$ cat config.mk
export PLATFORM = sky130hd
export DESIGN_NAME = dm_row_loader
export DESIGN_NICKNAME = d
export VERILOG_FILES = /design/src/rtl/dm_pkg.sv /design/src/rtl/dm_row_packer.sv /design/src/rtl/dm_row_loader.sv
export SDC_FILE = /design/constraint.sdc
export NUM_CORES = 1
export LEC_CHECK = 0
export ABC_AREA = 1
export BUFFER_PORTS_ARGS = -buffer_cell sky130_fd_sc_hd__buf_2
export CELL_PAD_IN_SITES_DETAIL_PLACEMENT = 1
export CELL_PAD_IN_SITES_GLOBAL_PLACEMENT = 2
export CORE_ASPECT_RATIO = 2
export CORE_UTILIZATION = 35
export DETAILED_ROUTE_END_ITERATION = 8
export HOLD_SLACK_MARGIN = 0.02
export MAX_ROUTING_LAYER = met4
export PLACE_DENSITY_LB_ADDON = 0.25
export SLEW_MARGIN = 20
export SYNTH_ARGS = -nofsm -noshare
export SYNTH_HDL_FRONTEND = slang
export SYNTH_SLANG_ARGS = --single-unit
$ cat constraint.sdc
create_clock -name CLK -period 3 [get_ports CLK]
set_input_delay 0 -clock CLK [delete_from_list [all_inputs] [get_ports CLK]]
set_output_delay 0 -clock CLK [all_outputs]
set_load 0.01 [all_outputs]
$ cat src/rtl/dm_pkg.sv
// Shared types and constants for the PE data-memory row loader.
//
// A row is ROW_W bits wide and is assembled from BEATS stream beats of BEAT_W bits.
// Beat 0 lands in the least significant lane. The memory has 2**ADDR_W rows.
// BEATS is derived from ROW_W and BEAT_W and cannot be overridden.
package dm_pkg;

  localparam int unsigned BEAT_W = 32;
  localparam int unsigned ROW_W  = 512;
  localparam int unsigned ADDR_W = 5;
  localparam int unsigned BEATS  = ROW_W / BEAT_W;
  localparam int unsigned CNT_W  = $clog2(BEATS);
  localparam int unsigned ROWS   = 2 ** ADDR_W;

  typedef logic [ROW_W-1:0]  row_t;
  typedef logic [BEAT_W-1:0] beat_t;
  typedef logic [ADDR_W-1:0] addr_t;
  // One bit wider than addr_t so a burst can cover every row (1..ROWS).
  typedef logic [ADDR_W:0]   count_t;
  typedef logic [CNT_W-1:0]  cnt_t;

  typedef enum logic [1:0] {
    IDLE,
    FILL,
    WRITE,
    DONE
  } loader_state_e;

  localparam cnt_t LAST_LANE = cnt_t'(BEATS - 1);

  // A burst length is legal when it names at least one row and no more than the memory holds.
  function automatic logic count_ok(input count_t c);
    return (c != '0) && (c <= count_t'(ROWS));
  endfunction

endpackage

$ cat src/rtl/dm_row_packer.sv
// Beat counter plus lane-insert row buffer for the data-memory row loader.
//
// Ports:
//   CLK, MEMRST   clock, asynchronous active-low reset
//   clear_i       zero the row buffer and the beat counter (start of a burst)
//   clear_cnt_i   zero only the beat counter (start of the next row)
//   load_i        write data_i into the lane selected by the beat counter, then advance it
//   pad_i         with load_i, also zero every lane above the loaded one
//   data_i        beat to insert
//   cnt_o         index of the lane the next beat goes to
//   row_o         registered row buffer
module dm_row_packer
  import dm_pkg::*;
(
  input  logic  CLK,
  input  logic  MEMRST,
  input  logic  clear_i,
  input  logic  clear_cnt_i,
  input  logic  load_i,
  input  logic  pad_i,
  input  beat_t data_i,
  output cnt_t  cnt_o,
  output row_t  row_o
);

  cnt_t cnt_q, cnt_d;
  row_t row_q, row_d;

  always_comb begin
    cnt_d = cnt_q;
    row_d = row_q;
    if (clear_i) begin
      cnt_d = '0;
      row_d = '0;
    end else begin
      if (clear_cnt_i) begin
        cnt_d = '0;
      end
      if (load_i) begin
        for (int unsigned i = 0; i < BEATS; i++) begin
          if (cnt_t'(i) == cnt_q) begin
            row_d[i*BEAT_W +: BEAT_W] = data_i;
          end else if (pad_i && (cnt_t'(i) > cnt_q)) begin
            row_d[i*BEAT_W +: BEAT_W] = '0;
          end
        end
        // Wraps from the last lane back to 0, ready for the next row.
        cnt_d = cnt_q + cnt_t'(1);
      end
    end
  end

  always_ff @(posedge CLK or negedge MEMRST) begin
    if (!MEMRST) begin
      cnt_q <= '0;
      row_q <= '0;
    end else begin
      cnt_q <= cnt_d;
      row_q <= row_d;
    end
  end

  assign cnt_o = cnt_q;
  assign row_o = row_q;

endmodule

$ cat src/rtl/dm_row_loader.sv
// Write-side initiator for the 32 x 512-bit PE data memory.
//
// Packs a 32-bit valid/ready beat stream into 512-bit rows (16 beats per row) and writes each
// completed row to consecutive addresses, wrapping from the top row back to row 0. One row
// takes 17 cycles with s_valid held high: 16 FILL cycles and one WRITE cycle.
//
// Ports:
//   CLK, MEMRST        clock, asynchronous active-low reset (shared with the memory)
//   start_i            begins a burst; only looked at while idle
//   start_addr_i       first row address of the burst
//   row_count_i        rows in the burst, 1..32; anything else pulses err_o
//   s_data_i/s_valid_i/s_last_i/s_ready_o   beat stream; s_last_i marks the final beat
//   mem_addr_o/mem_data_o/mem_cs_o/mem_we_o memory write port (InAddress/DataIn/CS/WE)
//   busy_o             burst in progress
//   done_o             one-cycle pulse when a burst completes
//   err_o              one-cycle pulse on a protocol error
//
// Build option DM_LOADER_PARTIAL_EN: an early s_last zero-pads the current row, writes it and
// ends the burst. Without it an early s_last drops the partial row, pulses err_o and ends.
module dm_row_loader
  import dm_pkg::*;
(
  input  logic   CLK,
  input  logic   MEMRST,
  input  logic   start_i,
  input  addr_t  start_addr_i,
  input  count_t row_count_i,
  input  beat_t  s_data_i,
  input  logic   s_valid_i,
  input  logic   s_last_i,
  output logic   s_ready_o,
  output addr_t  mem_addr_o,
  output row_t   mem_data_o,
  output logic   mem_cs_o,
  output logic   mem_we_o,
  output logic   busy_o,
  output logic   done_o,
  output logic   err_o
);

  loader_state_e state_q, state_d;
  addr_t         addr_q, addr_d;
  count_t        rows_q, rows_d;
  logic          err_q, err_d;

  logic pk_clear, pk_clear_cnt, pk_load, pk_pad;
  cnt_t beat_cnt;
  row_t row;

  logic beat_acc;
  logic final_beat;
  logic early_last;

  dm_row_packer u_packer (
    .CLK         (CLK),
    .MEMRST      (MEMRST),
    .clear_i     (pk_clear),
    .clear_cnt_i (pk_clear_cnt),
    .load_i      (pk_load),
    .pad_i       (pk_pad),
    .data_i      (s_data_i),
    .cnt_o       (beat_cnt),
    .row_o       (row)
  );

  assign beat_acc   = (state_q == FILL) && s_valid_i;
  // The only beat allowed to carry s_last: the last lane of the last row.
  assign final_beat = (beat_cnt == LAST_LANE) && (rows_q == count_t'(1));
  assign early_last = s_last_i && !final_beat;

  always_comb begin
    state_d      = state_q;
    addr_d       = addr_q;
    rows_d       = rows_q;
    err_d        = 1'b0;
    pk_clear     = 1'b0;
    pk_clear_cnt = 1'b0;
    pk_load      = 1'b0;
    pk_pad       = 1'b0;
    unique case (state_q)
      IDLE: begin
        if (start_i) begin
          if (count_ok(row_count_i)) begin
            addr_d   = start_addr_i;
            rows_d   = row_count_i;
            pk_clear = 1'b1;
            state_d  = FILL;
          end else begin
            err_d = 1'b1;
          end
        end
      end
      FILL: begin
        if (beat_acc) begin
          pk_load = 1'b1;
          if (early_last) begin
`ifdef DM_LOADER_PARTIAL_EN
            // Pad and write this row, and make it the last one of the burst.
            pk_pad  = 1'b1;
            rows_d  = count_t'(1);
            state_d = WRITE;
`else
            err_d   = 1'b1;
            state_d = DONE;
`endif
          end else if (beat_cnt == LAST_LANE) begin
            err_d   = final_beat && !s_last_i;
            state_d = WRITE;
          end
        end
      end
      WRITE: begin
        addr_d       = addr_q + addr_t'(1);
        rows_d       = rows_q - count_t'(1);
        pk_clear_cnt = 1'b1;
        state_d      = (rows_q == count_t'(1)) ? DONE : FILL;
      end
      DONE: begin
        state_d = IDLE;
      end
      default: begin
        state_d = IDLE;
      end
    endcase
  end

  always_ff @(posedge CLK or negedge MEMRST) begin
    if (!MEMRST) begin
      state_q <= IDLE;
      addr_q  <= '0;
      rows_q  <= '0;
      err_q   <= 1'b0;
    end else begin
      state_q <= state_d;
      addr_q  <= addr_d;
      rows_q  <= rows_d;
      err_q   <= err_d;
    end
  end

  // Every output below is either a register or a decode of the state register.
  assign s_ready_o  = (state_q == FILL);
  assign mem_cs_o   = (state_q == WRITE);
  assign mem_we_o   = (state_q == WRITE);
  assign busy_o     = (state_q != IDLE);
  assign done_o     = (state_q == DONE);
  assign err_o      = err_q;
  assign mem_addr_o = addr_q;
  assign mem_data_o = row;

endmodule

==> summary.txt <==
Drt
  – DR WL/cell: around 24 microns
  – Drt total wl: ~81 mm
  – Detailed router's first-iteration violation count: between 1,000 and 1,500
  – DRC Markers: 0
  – Vias per cell: roughly 5.3
  – First drt pass iteration count: 5
  – Detail Route Antenna Nets: 0
  – Via count: 17,378

Critical path
  – Crit path max-delay family: buffers and inverters
  – Worst setup SP type: flip-flop
  – CP Data Required Time: 3.46 ns
  – Top cell by count, worst path: nor2_1
  – Crit-path cells: ha_1 > inv_1 > nor2_1 > inv_1 > nor2_1 > nor2_1 > o21ai_0 > nand2_1 > dlygate4sd3_1
  – Crit-path max cell delay: ~0.56 ns
  – CP max-delay cell: dlygate4sd3_1
  – Critical path type: reg -> reg
  – CP Capture Type: flip-flop
  – Worst-path maximum fanout: 5
  – Worst Path Arrival: about 2.8 ns
  – Worst Path Buf+Inv: 3

STA
  – Final Max Slew Viols: 0
  – Final Cycle Share: about four fifths
  – Final Hold Vio Count: 8
  – Worst-Margin Slew: 0.835 ns
  – Final setup margin: between 0.6 and 0.7 ns
  – WHS: -0.0265 ns
  – Clock Skew: 0.0148 ns
  – Setup TNS: 0 ns
  – Final setup vio count: 0
  – RSZ-0062 raised after global routing: false
  – FMAX: between 0.4 and 0.5 GHz
  – Slew margin rel.: about 44%
  – Fin crit period: ~2.3 ns

Final layout
  – Final instance area: between 20,000 and 30,000 sq um
  – Ant. Diodes: 0
  – Finished Layout Cells: approximately 3,300
  – Layout area overhead: 26.5%
  – Post-layout util: between 40% and 50%
  – NumNets Final: ~2,600
  – Layout cell share with drive strength beyond 1: between 20% and 30%

Place
  – DP HPWL: around 54 mm
  – Gpl congestion: ~0.81
  – Area after DPL: about 24,000 sq um
  – Place WS: 0.861 ns
  – I/O Buffers: 570
  – Placed instance count: roughly 3,200

Outcome
  – Status: finished, violations left
  – Failing checks: negative hold slack

Synthesis
  – Synth top area share: approximately 64%
  – Syn avg cell area: ~11 sq um
  – Most frequent cells after synthesis: nand3_1, dfrtp_1, o21ai_1
  – Sequential-to-total area share from yosys stat: between 60 and 70%
  – Cells after Synth: around 2,000
  – Syn nets: roughly 2,000
  – Ys async rst share: 100%
  – Cell area after synthesis: 20,700 sq um
  – Dominant synthesized flop cell: dfrtp_1
  – Synth area leaders: dfrtp_1, nand3_1, o21ai_1
  – Post-synth EDFFs: 0
  – Flops & latches, synth: 530
  – Cell taking the most area after synthesis: dfrtp_1
  – Netlist cell types: 30
  – Synth warnings: 0
  – Leading cell type by number of instances after synthesis: nand3_1

Pwr
  – P_leak: between 10 and 15 nW
  – Max VDD drop: roughly 570 uV
  – Pwr/cell area: approximately 930 nW/um^2
  – Total Power: around 24 mW

Die
  – # rows: ~130
  – Placeable Area: a little under 60,000 sq um
  – Die area: 60,100 sq um
  – Ports: between 500 and 600
  – Die width: 174 microns
  – Die Ht: ~350 microns
  – Initial Util: a little over a third

Hold path
  – Hold Path Class: in -> async

Clock tree
  – CTS Sinks: 530
  – H-tree depth: 2
  – Post-CTS setup buffer count: 0
  – Clock buffers created by TritonCTS: roughly 50
  – CTS tree: done
  – Clock buffer depth: 3
  – PostCTS Resize Cnt: 0
  – CTS Root Buffer Type: clkbuf_16
  – Clk slew on worst S/H paths: around 0.070 ns
  – Clock latency on the worst-skew pair: between 0.5 and 0.6 ns

GRT
  – Largest net degree at the start of global routing: approximately 130
  – GR Overflow Total: 0
  – Vias in the first global route: about 18,000
  – GR Util met2: between 40 and 50%
  – Global-route usage over all layers: between 20% and 30%
  – GR Util met1: between 30% and 40%
  – Top Usage Layer GRT: met2
  – GRT met3 Usage: under 10%
  – First-pass GRT wire length: roughly 120 mm
  – Antenna violations before repair: 0

Job
  – Max Cap Violations: 0
-- final timing paths --
path	from	endpoint	slack, ns	cells past startpoint
max in group asynchronous	MEMRST	u_packer.row_o[151]	1.84	3
worst max register to register	u_packer.cnt_o[1]	err_o	0.65	9
worst min register to register	u_packer.row_o[257]	u_packer.row_o[257]	0.51	2
worst max-delay path	u_packer.cnt_o[1]	err_o	0.65	9
worst min-delay path	MEMRST	u_packer.row_o[389]	-0.03	2
min in group CLK	s_data_i[24]	u_packer.row_o[56]	0.07	3
-- repair_timing --
| action | CTS | global route |
|---|---|---|
| hold buffers | 49 | 0 |
| setup endpoints to repair | 0 | 0 |
| endpoints found under the hold margin | 626 | 0 |
-- cells by family after synthesis --
| kind of cell | count (synthesis) | synth area share, % |
|---|---|---|
| AND/OR/NAND/NOR | 682 | 17.3 |
| flip-flops | 530 | 64.1 |
| AO/OA/AOI/OAI | 522 | 12.6 |
| buffers and inverters | 225 | 5.49 |
| adder cells (fa/ha/maj) | 7 | 0.423 |
| XOR/XNOR | 1 | 0.0423 |
-- cells in the final DEF, fill, tap and decap left out, types with 3 or more instances in the layout --
master,synthesis,final
clkinv_2,0,5
dlygate4sd3_1,0,49
o21ai_0,44,44
nor2_1,14,14
buf_12,1,9
nand3_1,539,539
clkbuf_16,0,51
nand3_4,3,3
clkbuf_8,0,19
dfrtp_1,530,530
buf_4,13,43
nor2_8,3,3
clkbuf_1,12,10
inv_2,4,4
o21ai_1,476,476
ha_1,7,7
nand2_4,22,22
nand4_1,6,6
nor2_2,3,3
buf_2,164,569
nand2_2,11,11
nand2_1,74,74
inv_1,26,26
-- layout make-up --
class / count / area, sq um
clock inverters: 9 / 101
multi-input cells: 1212 / 6300
repair buffers: 671 / 3860
flip-flops and latches: 530 / 13300
inverters: 31 / 121
fillers: 6651 / 32000
clock buffers: 80 / 1580
well taps: 762 / 953
-- sequential cells by signal (all words and copies together), names as in the netlist --
register        cells
state_q             2
rows_q              6
u_packer.cnt_o      4
u_packer.row_o    512
mem_addr_o          5
err_o               1
-- report_power, final --
part	leakage (nW)	internal, mW	switching, mW
sequential	7.23	9.09	1.28
combinational	5.64	2.73	4.77
clock	0.829	3.75	2.80
-- per-layer routing --
metal  up-vias  routed length (microns)
met2       624                    39700
met1      8674                    32200
li1       7931                        -
met5         -                        0
met3       149                     5160
met4         0                     3660
Power figures use the tool's default switching activity.
